File: src/rtl/rd_mux_sdram_pkg.sv
// Shared types for the SDRAM/GPIO read-side mux.
// FSM encoding and counter sizing helper.
package rd_mux_sdram_pkg;

    typedef enum logic [2:0] {
        IDLE,
        GPIO_REQ,
        GPIO_CAP,
        SDRAM_WAIT,
        RESP
    } state_t;

    // Counter never needs to reach TIMEOUT_CYCLES itself, only TIMEOUT_CYCLES-1.
    function automatic int unsigned cnt_width(input int unsigned cycles);
        return (cycles <= 2) ? 1 : $clog2(cycles);
    endfunction

endpackage

File: src/rtl/rd_mux_sdram_timeout_cnt.sv
// SDRAM wait-cycle counter for the read-side mux.
// Flags expiry on the last allowed wait cycle.
module rd_timeout_cnt
    import rd_mux_sdram_pkg::*;
#(
    parameter int unsigned TIMEOUT_CYCLES = 256
) (
    input  logic clk,
    input  logic rst,
    input  logic clr,
    input  logic en,
    output logic expired
);

    localparam int unsigned CW = cnt_width(TIMEOUT_CYCLES);
    localparam logic [CW-1:0] LAST = CW'(TIMEOUT_CYCLES - 1);

    logic [CW-1:0] count;

    // Saturates at LAST; the FSM always leaves the wait state there anyway.
    always_ff @(posedge clk) begin
        if (rst || clr) begin
            count <= '0;
        end else if (en && (count != LAST)) begin
            count <= count + 1'b1;
        end
    end

    assign expired = (count == LAST);

endmodule

File: src/rtl/rd_mux_sdram.sv
// Read-side mux: routes one CPU read to GPIO (address MSB=1) or SDRAM,
// returns data with a one-cycle rd_valid pulse and stalls the CPU meanwhile.
module rd_mux_sdram
    import rd_mux_sdram_pkg::*;
#(
    parameter int unsigned DATA_WIDTH     = 32,
    parameter int unsigned ADDR_WIDTH     = 32,
    parameter int unsigned TIMEOUT_CYCLES = 256
) (
    input  logic                  clk,
    input  logic                  rst,
    input  logic                  rd_en,
    input  logic [ADDR_WIDTH-1:0] rd_address,
    output logic [DATA_WIDTH-1:0] rd_data,
    output logic                  rd_valid,
    output logic                  rd_err,
    output logic                  stall,
    output logic                  rd_en_sdram,
    output logic [ADDR_WIDTH-1:0] rd_address_sdram,
    input  logic                  rd_valid_sdram,
    input  logic [DATA_WIDTH-1:0] rd_data_sdram,
    output logic                  rd_en_gpio,
    output logic [ADDR_WIDTH-1:0] rd_address_gpio,
    input  logic [DATA_WIDTH-1:0] rd_data_gpio
);

    state_t state;
    state_t state_nxt;

    logic [DATA_WIDTH-1:0] data_nxt;
    logic                  valid_nxt;
    logic                  err_nxt;
    logic                  en_sdram_nxt;
    logic [ADDR_WIDTH-1:0] addr_sdram_nxt;
    logic                  en_gpio_nxt;
    logic [ADDR_WIDTH-1:0] addr_gpio_nxt;
    logic                  cnt_clr;
    logic                  cnt_en;
    logic                  expired;

    rd_timeout_cnt #(
        .TIMEOUT_CYCLES(TIMEOUT_CYCLES)
    ) u_timeout (
        .clk    (clk),
        .rst    (rst),
        .clr    (cnt_clr),
        .en     (cnt_en),
        .expired(expired)
    );

    always_comb begin
        state_nxt      = state;
        data_nxt       = rd_data;
        valid_nxt      = 1'b0;
        err_nxt        = rd_err;
        en_sdram_nxt   = rd_en_sdram;
        addr_sdram_nxt = rd_address_sdram;
        en_gpio_nxt    = 1'b0;
        addr_gpio_nxt  = rd_address_gpio;
        cnt_clr        = 1'b0;
        cnt_en         = 1'b0;

        unique case (state)
            IDLE: begin
                if (rd_en) begin
                    if (rd_address[ADDR_WIDTH-1]) begin
                        addr_gpio_nxt = rd_address;
                        en_gpio_nxt   = 1'b1;
                        state_nxt     = GPIO_REQ;
                    end else begin
                        addr_sdram_nxt = rd_address;
                        en_sdram_nxt   = 1'b1;
                        state_nxt      = SDRAM_WAIT;
                    end
                end
            end
            GPIO_REQ: begin
                state_nxt = GPIO_CAP;
            end
            GPIO_CAP: begin
                data_nxt  = rd_data_gpio;
                err_nxt   = 1'b0;
                valid_nxt = 1'b1;
                state_nxt = RESP;
            end
            SDRAM_WAIT: begin
                cnt_en = 1'b1;
                // Data arriving on the last allowed cycle still beats the timeout.
                if (rd_valid_sdram) begin
                    data_nxt     = rd_data_sdram;
                    err_nxt      = 1'b0;
                    en_sdram_nxt = 1'b0;
                    valid_nxt    = 1'b1;
                    state_nxt    = RESP;
                end else if (expired) begin
                    data_nxt     = '0;
                    err_nxt      = 1'b1;
                    en_sdram_nxt = 1'b0;
                    valid_nxt    = 1'b1;
                    state_nxt    = RESP;
                end
            end
            RESP: begin
                cnt_clr   = 1'b1;
                state_nxt = IDLE;
            end
            default: begin
                state_nxt = IDLE;
            end
        endcase
    end

    always_ff @(posedge clk) begin
        if (rst) begin
            state            <= IDLE;
            rd_data          <= '0;
            rd_valid         <= 1'b0;
            rd_err           <= 1'b0;
            rd_en_sdram      <= 1'b0;
            rd_address_sdram <= '0;
            rd_en_gpio       <= 1'b0;
            rd_address_gpio  <= '0;
        end else begin
            state            <= state_nxt;
            rd_data          <= data_nxt;
            rd_valid         <= valid_nxt;
            rd_err           <= err_nxt;
            rd_en_sdram      <= en_sdram_nxt;
            rd_address_sdram <= addr_sdram_nxt;
            rd_en_gpio       <= en_gpio_nxt;
            rd_address_gpio  <= addr_gpio_nxt;
        end
    end

    assign stall = ((state != IDLE) && (state != RESP))
                 || ((state == IDLE) && rd_en);

endmodule

File: config.mk
export PLATFORM = sky130hd
export DESIGN_NAME = rd_mux_sdram
export DESIGN_NICKNAME = d
export VERILOG_FILES = /design/src/rtl/rd_mux_sdram_pkg.sv /design/src/rtl/rd_mux_sdram_timeout_cnt.sv /design/src/rtl/rd_mux_sdram.sv
export SDC_FILE = /design/constraint.sdc
export NUM_CORES = 1
export LEC_CHECK = 0
export ABC_CLOCK_PERIOD_IN_PS = 2500
export BUFFER_PORTS_ARGS = -buffer_cell sky130_fd_sc_hd__buf_2
export CORE_ASPECT_RATIO = 1.25
export CORE_UTILIZATION = 47
export DETAILED_ROUTE_END_ITERATION = 10
export PLACE_DENSITY = 0.79
export SKIP_LAST_GASP = 1
export SLEW_MARGIN = 20
export SYNTH_ARGS = -nofsm -noshare
export SYNTH_HDL_FRONTEND = slang
export SYNTH_HIERARCHICAL = 1
export SYNTH_SLANG_ARGS = --single-unit
File: constraint.sdc
create_clock -name clk -period 2.5 [get_ports clk]
set_input_delay 0.125 -clock clk [delete_from_list [all_inputs] [get_ports clk]]
set_output_delay 0.125 -clock clk [all_outputs]
set_load 0.03 [all_outputs]
### Yosys cells after proc, flatten, opt, wreduce, memory -nomap -nowiden

Cells that the tools add are included.

| word-level totals | value |
|---|---|
| output and inout bits | 101 |
| bits of input ports | 100 |
| word-level logic and storage cells | 60 |
| bits in registers | 110 |

| operators by class | value |
|---|---|
| bitwise gates (word level) | 3 |
| muxes and demuxes | 22 |
| $add $sub $neg | 1 |
| equality and inequality tests | 10 |
| reduce and logical (&&, ||, !) cells | 15 |

Operators by type and width:

| cell | number |
|---|---|
| two-way mux 32 bit | 2 |
| one-hot mux 32 bit (2 select lines) | 1 |
| one-hot mux 3 bit (4 select lines) | 1 |
| two-way mux 1 bit | 11 |
| two-way mux 3 bit | 3 |
| adder 8 x 1 -> 8 bit (second input constant) | 1 |
| == test 8 bit (second input constant) | 1 |
| != test 8 bit (second input constant) | 1 |
| == test 3 x 2 -> 1 bit (second input constant) | 2 |
| != test 3 bit (second input constant) | 2 |
| one-hot mux 1 bit (2 select lines) | 3 |
| AND reduction 3 bit | 2 |
| != test 2 bit (second input constant) | 2 |
| AND reduction 2 bit | 2 |
| AND reduction 4 bit | 1 |
| nonzero test 2 bit | 2 |
| == test 3 x 1 -> 1 bit (second input constant) | 1 |
| == test 3 bit (second input constant) | 1 |
| logical AND 1 bit | 3 |
| zero test 3 bit | 1 |
| inverter 1 bit | 3 |
| nonzero test 3 bit | 1 |
| OR reduction 3 bit | 1 |
| logical OR 1 bit | 2 |
| two-way mux 2 bit | 1 |

### Longest topological paths before layout

Gate-level depths: netlist of run 1.

| depth | value |
|---|---|
| depth in word-level cells | 4 |
| depth in mapped cells | 10 |
| mapped depth without buffers | 6 |

### Cells and area by module

The synthesis of run 1 kept the hierarchy.

Modules (own cells, without submodules):

| module | seq. area each (um2) | cells each | times used | area each (um2) |
|---|---|---|---|---|
| rd_mux_sdram | 2,042.0 | 474 | 1 | 4,142.7 |
| rd_timeout_cnt | 160.2 | 49 | 1 | 425.4 |

### Least setup slack after synthesis of run 1

No wires, ideal clock.

| path | value |
|---|---|
| kind | register to register |
| start point | register u_timeout.count[5] |
| end point | register rd_data[10] |
| setup time | 117 ps |
| buffers on the path | 4 |
| setup slack | 622 ps |
| arrival | 1,761 ps |
| cell stages (with the launch flop) | 11 |
| data required time | 2,383 ps |
| clock period less this slack | 1,878 ps |
| path through | dfxtp_1 -> and3_1 -> buf_2 -> inv_1 -> nor3_1 -> or3b_1 -> buf_6 -> a21oi_4 -> buf_6 -> buf_6 -> a22o_1 |

| on the way | value |
|---|---|
| word-level cells in the longest chain between the ends | 3 |

Ends and longest elaborated chain:

| item | RTL line | RTL |
|---|---|---|
| start: declaration | rd_mux_sdram_timeout_cnt.sv:18 | `logic [CW-1:0] count;` |
| start signal: assignment | rd_mux_sdram_timeout_cnt.sv:25 | `count <= count + 1'b1;` |
| == test 8 bit | rd_mux_sdram_timeout_cnt.sv:29 | `assign expired = (count == LAST);` |
| via expired | rd_mux_sdram.sv:39 | `logic expired;` |
| != test 3 bit (no source line) | n/a |  |
| AND reduction 2 bit (no source line) | n/a |  |
| end signal: assignment | rd_mux_sdram.sv:125 | `rd_data <= data_nxt;` |
| end: declaration | rd_mux_sdram.sv:14 | `output logic [DATA_WIDTH-1:0] rd_data,` |

The timed path passes the listed nets, and every way through them passes these cells.
A chain may end at the register's enable or synchronous reset.

### Worst setup path in the final report of run 1

| path | value |
|---|---|
| start point | register u_timeout.count[0] |
| end point | register rd_data[12] |

Same word-level chain as after synthesis.

==> results of run 1 <==
per-layer routing:
layer,track usage,part of all wire,vias up
li1,-,-,2242
met1,0.2685,0.41,2094
met2,0.4361,0.52,178
met3,0.04675,0.055,17
met4,0.09032,0.018,0
met5,0,0,-
registers in the layout, summed over array words and instances, names as in the netlist:
register,flops
rd_en_sdram,1
rd_valid,1
rd_address_sdram,31
state,3
rd_err,1
rd_en_gpio,1
rd_data,32
u_timeout/count,8
rd_address_gpio,32
area by class of cell:
type | instances | area [um2]
clock buffers | 11 | 252.7
clock inverters | 5 | 33.78
fillers | 811 | 3447
inverters | 7 | 26.28
multi-input cells | 349 | 2064
flip-flops and latches | 110 | 2202
well taps | 123 | 153.9
repair buffers | 210 | 1091
kinds of logic (layout without fill, tap and decap cells):
family / after synthesis / in the layout / share of synthesized area
AOI/OAI and AO/OA: 214 / 214 / 0.2975
and+or+nand+nor: 130 / 130 / 0.1430
DFF: 110 / 110 / 0.4821
buffers and inverters: 64 / 233 / 0.06738
muxes: 3 / 3 / 0.006574
adders and majority gates: 1 / 1 / 0.002739
other: 1 / 1 / 0.0008209
worst min-delay path, cell delays in order:
cell and delay [ps]:
sky130_fd_sc_hd__buf_2 100, sky130_fd_sc_hd__nand3_1 60, sky130_fd_sc_hd__a21oi_1 50
cells in the mapped netlist (5+ instances only):
| master | number | share of area |
|---|---|---|
| sky130_fd_sc_hd__a211oi_1 | 5 | 0.0082 |
| sky130_fd_sc_hd__a21oi_1 | 70 | 0.077 |
| sky130_fd_sc_hd__a22o_1 | 29 | 0.056 |
| sky130_fd_sc_hd__a2bb2oi_1 | 29 | 0.056 |
| sky130_fd_sc_hd__buf_2 | 14 | 0.015 |
| sky130_fd_sc_hd__buf_6 | 6 | 0.015 |
| sky130_fd_sc_hd__clkbuf_1 | 34 | 0.028 |
| sky130_fd_sc_hd__dfxtp_1 | 110 | 0.48 |
| sky130_fd_sc_hd__inv_1 | 6 | 0.0049 |
| sky130_fd_sc_hd__nand2_1 | 37 | 0.030 |
| sky130_fd_sc_hd__nand3_1 | 62 | 0.068 |
| sky130_fd_sc_hd__nor2_1 | 5 | 0.0041 |
| sky130_fd_sc_hd__nor3_1 | 5 | 0.0055 |
| sky130_fd_sc_hd__o21ai_0 | 64 | 0.070 |
metrics by stage:
step | hold slack (ps) | setup slack [ps] | utilization | instances
6_report | 45.54 | 281.3 | 0.6282 | 815
5_1_grt | 44.45 | 123.2 | 0.6282 | 815
4_1_cts | 38.09 | 265.5 | 0.6282 | 815
3_5_place_dp | 396.5 | 280.8 | 0.5973 | 799
3_3_place_gp | 387.8 | 384.8 | 0.5973 | 799
2_1_floorplan | 201.8 | 622.1 | - | 523
power breakdown:
group,total (mW),switching [mW],internal [mW],leakage [nW]
Clock,1.34,0.609,0.728,0.138
Sequential,1.88,0.0463,1.84,0.895
Combinational,0.699,0.462,0.237,1.56
Total,3.92,1.12,2.80,2.59
cells in the final DEF (no fill, tap or decap), drive strengths merged, types with 4 or more instances in the layout:
master   instances
a211oi           5
clkbuf          11
o21ai           65
a21oi           71
a2bb2oi         29
a2111oi          4
inv              6
nor3             5
nand2           38
nand3           62
a22o            29
dfxtp          110
nor2             5
clkinv           4
buf            210
how the worst min path moves through the flow:
stage,startpoint,endpoint,slack [ps],cells after the start
final,rd_address[30],rd_address_gpio[30],50,3
after global routing,rd_address[25],rd_address_sdram[25],40,3
after CTS,rd_address[30],rd_address_gpio[30],40,3
after detailed placement,rd_address[12],rd_address_gpio[12],400,3
after global placement,rd_address[12],rd_address_sdram[12],390,3
after floorplan,rst,u_timeout/count[6],200,1
==> flow_summary_export.csv, run 1 <==
group,metric,value,unit
outcome,run_status,"finished, final reports clean",
critical_path,crit_fanout,29,
routing,drt-pass1-iter-count,5,
global_route,number_of_global_route_vias_before_repair,4245,
pwr,power_per_cell_area,673.2,nW/um2
timing,setup_repair_after_global_routing_missed_its_margin,"no",
critical_path,ff2ff_setup_slack,280,ps
synthesis,syn_avg_cell_area,8.734,um2
clocking,cts.repair.resized,0,
critical_path,reg2reg_to,"rd_data[12]",
synthesis,synth_enable_flop_cells,0,
critical_path,crit_start,"u_timeout/count[0]",
timing,max_freq,450.7,MHz
cells_and_area,drive_above_1_share,0.3338,
floorplanning,die_x,90.18,um
clocking,inserted_clock_buffers,9,
critical_path,critical-path-slowest-cell,"sky130_fd_sc_hd__a21oi_4",
clocking,clock_tree.htree_level_count,3,
routing,vias_per_cell,5.560,
job,cap_viol_max_count,0,
place,finalWeightedCongestion,0.8468,
critical_path,timing.critical_path.slowest_cell_delay,640,ps
critical_path,setup.worst_path.start_class,"flip-flop",
clocking,ctsLongestPathBuffers,2,
clocking,cts_tree,"yes",
clocking,clock_insertion_delay_worst_skew,330,ps
place,postPlaceCellArea,5538,um2
global_route,overflow,0,
routing,detailed_route_iter0_violations,210,
cells_and_area,finalInstanceArea,5824,um2
critical_path,setup.worst_path.end,"rd_data[12]",
timing,fin_setup_tns,0,ps
global_route,grt_max_degree,65,
critical_path,crit-reg2reg-launch,"u_timeout/count[0]",
clocking,cts.reportedPaths.clkPinSlew,70,ps
routing,vias,4531,
cells_and_area,synthToLayoutAreaGrowth,27.50,%
timing,timing.clock.skew,7.963,ps
cells_and_area,number_of_nets_at_the_end_of_the_flow,788,
clocking,cts_setup_buffers,0,
synthesis,synth_nets,624,
critical_path,buf_inv_on_cp,0,
clocking,root_buffer,"sky130_fd_sc_hd__clkbuf_16",
pwr,ir_drop,0.0003426,V
synthesis,seq_area_frac_synth,0.4821,
floorplanning,number_of_placement_rows,39,
synthesis,synthArstFlopShare,0,
critical_path,endpoint_kind,"flip-flop",
global_route,gr-usage-all-layers,0.2370,
routing,drc,0,
timing,post-route-min-period,2219,ps
cells_and_area,antennaDiodeCount,0,
critical_path,signal_arrival_time_at_the_worst_endpoint,2500,ps
floorplanning,die_area,10120,um2
clocking,sink_count_of_the_clock_tree,110,
floorplanning,die_extent_in_y,112.2,um
global_route,initial_antenna_violation_count,0,
synthesis,cell_area_after_synthesis,4568,um2
global_route,wire_length_of_the_first_global_routing_pass,19620,um
critical_path,cp_top_family,"compound AO/OA/AOI/OAI gates",
pwr,leakagePower,2.592,nW
routing,ant_nets,0,
floorplanning,core,9271,um2
floorplanning,initial_core_util,0.4927,
routing,route.detailed.wl_per_inst,15.20,um
timing,hold_viol_final,0,
pwr,finalPower,3.921,mW
critical_path,worstSetupPathDepth,6,
timing,worst-slew-pin-transition,717.7,ps
critical_path,critPathKind,"reg -> reg",
synthesis,postSynthCellCount,523,
timing,layout_worst_path_cycle_share,0.8875,
timing,timing_max_transition_violations_final,0,
critical_path,reg2regPathDepth,6,
routing,drt_wl_total,12390,um
clocking,cts_hold_repair.buffers,0,
critical_path,crit_chain,"ha_1, nand2_1, nor3_1, or3b_1, a21oi_4, a22o_1",
place,post-dp-hpwl,8877,um
place,port_buffers,199,
worst_hold_path,type_of_the_worst_min_delay_path,"in -> reg",
synthesis,top_flip_flop_cell_by_instance_count_after_synthesis,"sky130_fd_sc_hd__dfxtp_1",
synthesis,synth_warnings,6,
timing,maxSlewHeadroom,0.5205,
synthesis,synth.ff_latch_count,110,
synthesis,post_synth_num_cell_types,49,
floorplanning,top_level_ports,201,
timing,report.final.setup_viol,0,
critical_path,cp_data_required_time,2780,ps
Power figures use the tool's default switching activity.
==> run 2, diff against run 1 <==
CELL_PAD_IN_SITES_DETAIL_PLACEMENT = 1   (was unset)
CELL_PAD_IN_SITES_GLOBAL_PLACEMENT = 1   (was unset)
CORE_UTILIZATION = 34   (was 47)
PLACE_DENSITY = unset   (was 0.79)
PLACE_DENSITY_LB_ADDON = 0.1   (was unset)
==> run 2 against run 1 <==
Setup slack lost 43 ps; cell count grew 5.5%; die area grew 37%; count of clock-buffer cells in the layout is the same; design area grew 1.5%.
==> flow_summary_export.csv, run 2 (synthesized netlist as in run 1, its figures left out) <==
group,metric,value,unit
outcome,run_status,"finished, final reports clean",
global_route,number_of_global_route_vias_before_repair,4511,
floorplanning,die_extent_in_y,131.6,um
timing,final.hold.worst_slack,47.51,ps
place,placement.setup.worst_slack,189.4,ps
cells_and_area,synthToLayoutAreaGrowth,29.39,%
place,post-dp-hpwl,10200,um
global_route,gr-usage-all-layers,0.2079,
critical_path,signal_arrival_time_at_the_worst_endpoint,2540,ps
critical_path,endpoint_kind,"flip-flop",
floorplanning,die_area,13910,um2
critical_path,crit-reg2reg-launch,"u_timeout/count[6]",
floorplanning,core,13170,um2
critical_path,crit_fanout,29,
critical_path,reg2reg_to,"rd_data[23]",
clocking,clock_tree.htree_level_count,3,
cells_and_area,final_core_util,0.4487,
timing,worst-slew-pin-transition,844.8,ps
floorplanning,number_of_placement_rows,47,
cells_and_area,drive_above_1_share,0.3324,
clocking,sink_count_of_the_clock_tree,110,
job,cap_viol_max_count,0,
clocking,clock_insertion_delay_worst_skew,340,ps
clocking,cts.reportedPaths.clkPinSlew,70,ps
global_route,initial_antenna_violation_count,0,
place,finalWeightedCongestion,0.8081,
worst_hold_path,type_of_the_worst_min_delay_path,"in -> reg",
routing,drt_wl_total,14600,um
critical_path,ff2ff_setup_slack,240,ps
place,dpl.cell_count,845,
cells_and_area,finalInstanceArea,5911,um2
pwr,ir_drop,0.0003398,V
global_route,grt_max_degree,65,
global_route,grt_use_met1,0.2679,
place,postPlaceCellArea,5583,um2
floorplanning,top_level_ports,201,
timing,layout_worst_path_cycle_share,0.9047,
global_route,wire_length_of_the_first_global_routing_pass,23350,um
critical_path,critical-path-slowest-cell,"sky130_fd_sc_hd__a21oi_4",
timing,fin_setup_tns,0,ps
timing,timing_max_transition_violations_final,0,
global_route,overflow,0,
timing,post-route-min-period,2262,ps
cells_and_area,number_of_nets_at_the_end_of_the_flow,786,
worst_hold_path,holdPathEnd,"rd_address_sdram[11]",
clocking,cts_hold_repair.buffers,0,
critical_path,critPathKind,"reg -> reg",
global_route,groute.layer.met2.usage,0.3511,
global_route,grt_busiest_layer,"met2",
routing,drt-pass1-iter-count,4,
critical_path,cp_data_required_time,2780,ps
timing,max_freq,442.1,MHz
pwr,power_per_cell_area,700.5,nW/um2
timing,setup_slack,238.2,ps
pwr,finalPower,4.140,mW
routing,detailed_route_iter0_violations,187,
timing,timing.clock.skew,8.418,ps
place,port_buffers,199,
floorplanning,initial_core_util,0.3468,
routing,vias_per_cell,5.285,
timing,report.final.setup_viol,0,
worst_hold_path,hold-path-cell-count,3,
critical_path,timing.critical_path.slowest_cell_delay,650,ps
cells_and_area,layout_common_cells,"199 x sky130_fd_sc_hd__buf_2, 110 x sky130_fd_sc_hd__dfxtp_1, 70 x sky130_fd_sc_hd__a21oi_1, 64 x sky130_fd_sc_hd__o21ai_0, 62 x sky130_fd_sc_hd__nand3_1",
cells_and_area,mostFrequentLayoutCell,"sky130_fd_sc_hd__buf_2",
clocking,cts_tree,"yes",
critical_path,crit_chain,"and3_1, inv_1, nor3_2, or3b_1, a21oi_4, a22o_1",
routing,route.detailed.wl_per_inst,16.98,um
timing,maxSlewHeadroom,0.4368,
timing,setup_repair_after_global_routing_missed_its_margin,"no",
cells_and_area,antennaDiodeCount,0,
pwr,leakagePower,2.606,nW
critical_path,reg2regPathDepth,6,
routing,ant_nets,0,
clocking,root_buffer,"sky130_fd_sc_hd__clkbuf_16",
global_route,grt_use_met3,0.03919,
cells_and_area,top_regs,"rd_address_gpio x32, rd_data x32, rd_address_sdram x31",
timing,hold_viol_final,0,
clocking,ctsLongestPathBuffers,2,
routing,drc,0,
critical_path,setup.worst_path.start_class,"flip-flop",
clocking,inserted_clock_buffers,9,
cells_and_area,stdcell_count,860,
floorplanning,die_x,105.7,um
routing,vias,4545,
worst_hold_path,hold_path_startpoint,"rd_address[11]",
run 2: cell count changes in the layout (fill, tap and decap cells not counted), sizes merged:
cell,previous run,this run
buf,210,208
bufinv,0,2
clkinv,4,3
clkinvlp,2,0
run 2: how the worst max path moves through the flow:
stage	startpoint	endpoint	slack (ps)
floorplan	u_timeout/count[5]	rd_data[10]	620
global placement	u_timeout/count[0]	rd_data[30]	310
detailed placement	u_timeout/count[5]	rd_data[12]	190
CTS	u_timeout/count[5]	rd_data[12]	160
global route	u_timeout/count[0]	rd_data[23]	20
finish	u_timeout/count[6]	rd_data[23]	240
run 2: worst max-delay path: cells and delay by family, from the launching register on:
kind                   cells  cell delay (ps)
flip-flops                 1              340
AO/OA/AOI/OAI              2              910
buffers and inverters      1              120
AND/OR/NAND/NOR            3              830
run 2: power breakdown:
part | leakage [nW] | internal [mW] | total [mW] | switching, mW
registers | 0.895 | 1.84 | 1.89 | 0.0474
clock network | 0.161 | 0.925 | 1.54 | 0.618
logic | 1.55 | 0.236 | 0.712 | 0.476
total | 2.61 | 3.00 | 4.14 | 1.14
run 2: layer usage:
metal / part of all wire / up-vias / wire length (um)
li1: - / 2233 / -
met1: 0.45 / 2163 / 6511
met2: 0.49 / 137 / 7165
met3: 0.049 / 12 / 720
met4: 0.014 / 0 / 204
met5: 0 / - / 0
run 2: cell type report:
type	instances	area [um2]
clock buffers	11	252.7
well taps	171	214.0
inverters	7	26.28
flip-flops and latches	110	2202
multi-input cells	349	2069
clock inverters	4	70.07
repair buffers	208	1076
fillers	1628	7262
run 2: what timing repair did:
action                     in CTS  in global routing
setup endpoints to repair       0                 29
resized for setup               0                  1
buffers inserted                0                  0
==> run 3, diff against run 2 <==
ABC_AREA = 1   (was unset)
CORE_UTILIZATION = 33   (was 34)
==> run 3 against run 2 <==
The flow now finishes with violations (design-rule violations); critical path type unchanged; highest routed layer unchanged; clock skew decreased by 0.77 ps; synthesized cell count increased by 41%; wire length increased by 4.7%; die area increased by 11%; sequential power increased by 4%; first-iteration DRC count increased by 11%; core utilization decreased by 1.6 points.
==> flow_summary_export.csv, run 3 <==
group,metric,value,unit
worst_hold_path,type_of_the_worst_min_delay_path,"in -> reg",
timing,hold_viol_final,0,
clocking,root_buffer,"sky130_fd_sc_hd__clkbuf_16",
job,cap_viol_max_count,0,
routing,drc,28,
synthesis,top_flip_flop_cell_by_instance_count_after_synthesis,"sky130_fd_sc_hd__dfxtp_1",
floorplanning,number_of_placement_rows,49,
critical_path,signal_arrival_time_at_the_worst_endpoint,2300,ps
global_route,initial_antenna_violation_count,1,
synthesis,synth_warnings,6,
timing,setup_repair_after_global_routing_missed_its_margin,"no",
global_route,grt_busiest_layer,"met2",
clocking,ctsLongestPathBuffers,2,
synthesis,seq_area_frac_synth,0.4462,
place,dpl.cell_count,1082,
timing,timing_max_transition_violations_final,0,
timing,fin_setup_tns,0,ps
clocking,cts_setup_buffers,0,
cells_and_area,top_regs,"rd_address_gpio x32, rd_data x32, rd_address_sdram x31",
routing,drt-pass1-iter-count,7,
cells_and_area,drive_above_1_share,0.2685,
global_route,gr-usage-all-layers,0.2039,
place,port_buffers,199,
critical_path,cp_data_required_time,2750,ps
clocking,cts.reportedPaths.clkPinSlew,80,ps
place,finalWeightedCongestion,0.7712,
pwr,ir_drop,0.0003673,V
timing,layout_worst_path_cycle_share,0.8218,
global_route,overflow,0,
routing,drt_wl_total,15280,um
synthesis,syn_avg_cell_area,6.696,um2
synthesis,synth.ff_latch_count,110,
critical_path,crit_fanout,63,
cells_and_area,stdcell_count,1099,
routing,detailed_route_iter0_violations,207,
cells_and_area,number_of_nets_at_the_end_of_the_flow,1016,
cells_and_area,fillCellCount,1983,
timing,max_freq,486.7,MHz
synthesis,synthArstFlopShare,0,
synthesis,yosys-top-cells-area,"sky130_fd_sc_hd__dfxtp_1 45%, sky130_fd_sc_hd__nand2_1 14%, sky130_fd_sc_hd__nor2_1 13%, sky130_fd_sc_hd__inv_1 6.2%, sky130_fd_sc_hd__o21ai_0 5.6%",
clocking,clock_insertion_delay_worst_skew,350,ps
synthesis,ys_top_cells_by_count,"188 x sky130_fd_sc_hd__nand2_1, 174 x sky130_fd_sc_hd__nor2_1, 110 x sky130_fd_sc_hd__dfxtp_1, 81 x sky130_fd_sc_hd__inv_1, 55 x sky130_fd_sc_hd__o21ai_0",
timing,timing.clock.skew,7.649,ps
timing,post-route-min-period,2055,ps
floorplanning,die_area,15450,um2
global_route,groute.layer.met2.usage,0.3711,
synthesis,post_synth_num_cell_types,26,
critical_path,setup.worst_path.start_class,"flip-flop",
cells_and_area,synthToLayoutAreaGrowth,26.80,%
clocking,cts_hold_repair.buffers,0,
cells_and_area,layout.area.seq,2202,um2
synthesis,cell_area_after_synthesis,4935,um2
clocking,inserted_clock_buffers,9,
cells_and_area,mostFrequentLayoutCell,"sky130_fd_sc_hd__buf_2",
clocking,cts_tree,"yes",
timing,maxSlewHeadroom,0.5081,
synthesis,post-synth-top-area-cell,"sky130_fd_sc_hd__dfxtp_1",
pwr,power_per_cell_area,696.1,nW/um2
place,placement.setup.worst_slack,432.1,ps
floorplanning,initial_core_util,0.3411,
routing,route.detailed.wl_per_inst,13.90,um
worst_hold_path,hold_path_startpoint,"rd_address[16]",
synthesis,synth_most_common_cell,"sky130_fd_sc_hd__nand2_1",
timing,report.final.setup_viol,0,
routing,vias_per_cell,4.649,
global_route,grt_use_met3,0.05376,
place,post-dp-hpwl,11010,um
timing,setup_slack,445.4,ps
synthesis,netlist.area_leader.share,0.4462,
floorplanning,die_extent_in_y,138.7,um
global_route,wire_length_of_the_first_global_routing_pass,25480,um
clocking,cts.repair.resized,0,
synthesis,synth_nets,838,
synthesis,synth_enable_flop_cells,0,
cells_and_area,layout_common_cells,"199 x sky130_fd_sc_hd__buf_2, 188 x sky130_fd_sc_hd__nand2_1, 174 x sky130_fd_sc_hd__nor2_1, 110 x sky130_fd_sc_hd__dfxtp_1, 80 x sky130_fd_sc_hd__inv_1",
clocking,sink_count_of_the_clock_tree,110,
pwr,finalPower,4.356,mW
critical_path,critPathKind,"reg -> reg",
routing,ant_nets,0,
timing,worst-slew-pin-transition,736.0,ps
critical_path,crit-reg2reg-launch,"u_timeout/count[0]",
floorplanning,top_level_ports,201,
global_route,number_of_global_route_vias_before_repair,5305,
global_route,grt_use_met1,0.2193,
floorplanning,core,14470,um2
routing,vias,5109,
clocking,clock_tree.htree_level_count,3,
cells_and_area,multi_input_gate_area_in_the_final_layout,2142,um2
critical_path,endpoint_kind,"flip-flop",
outcome,run_status,"finished, violations left",
pwr,leakagePower,3.463,nW
outcome,violations_in_the_final_reports,"design-rule violations",
floorplanning,die_x,111.4,um
global_route,grt_max_degree,64,
critical_path,crit_start,"u_timeout/count[0]",
synthesis,postSynthCellCount,737,
==> run 3: path summary, 6_finish.rpt <==
path                    endpoint  depth (start not counted)  slack [ps]
max reg2reg           rd_data[1]                         12         450
min          rd_address_gpio[16]                          3          10
min reg2reg               rd_err                          2         460
max                   rd_data[1]                         12         450
==> run 3: cells by family (layout without fill, tap and decap cells) <==
| group | count (synthesis) | in the layout | synth area share |
|---|---|---|---|
| AOI/OAI and AO/OA | 107 | 107 | 0.1095 |
| DFF | 110 | 110 | 0.4462 |
| buffers and inverters | 125 | 308 | 0.1197 |
| and+or+nand+nor | 393 | 393 | 0.3212 |
| other | 1 | 2 | 0.0007599 |
| adders and majority gates | 1 | 1 | 0.002535 |
==> run 3: worst max-delay path, cell delays in order (launching register included) <==
cell and delay [ps]:
sky130_fd_sc_hd__dfxtp_1 340, sky130_fd_sc_hd__ha_1 240, sky130_fd_sc_hd__nand2_1 90, sky130_fd_sc_hd__nor2_1 40
sky130_fd_sc_hd__nand2_1 270, sky130_fd_sc_hd__inv_1 150, sky130_fd_sc_hd__nor2_4 140, sky130_fd_sc_hd__nand2_1 80
sky130_fd_sc_hd__nand2_2 100, sky130_fd_sc_hd__buf_12 260, sky130_fd_sc_hd__nand2_1 100, sky130_fd_sc_hd__nand2_1 80
sky130_fd_sc_hd__nor2_1 40
==> run 3: final cells by class <==
class                      instances  area share
clock inverter                     6    0.008198
inverter                          83     0.04979
antenna                            1   0.0003999
timing repair buffer             209      0.1752
tap                              178     0.03559
sequential                       110      0.3519
clock buffer                      10     0.03659
multi-input combinational        502      0.3423
==> run 3: routing by layer <==
| layer | up-vias | routed length, um |
|---|---|---|
| met4 | 0 | 430 |
| met3 | 24 | 1082 |
| li1 | 2577 | - |
| met5 | - | 0 |
| met1 | 2367 | 6282 |
| met2 | 141 | 7485 |
==> run 3: through the flow <==
| stage | area [um2] | hold slack, ps | util |
|---|---|---|---|
| 6_report | 6257 | 12.16 | 0.4325 |
| 3_3_place_gp | 5974 | 362.4 | 0.4129 |
| 4_1_cts | 6255 | 1.756 | 0.4323 |
| 5_1_grt | 6257 | 9.386 | 0.4325 |
| 3_5_place_dp | 5974 | 374.4 | 0.4129 |
| 2_1_floorplan | 4935 | 194.1 | - |
==> run 3: where the power goes <==
part           total [mW]  switching [mW]  internal [mW]
Sequential           1.97          0.0757           1.90
Clock                1.39           0.692          0.694
Combinational       0.999           0.694          0.305
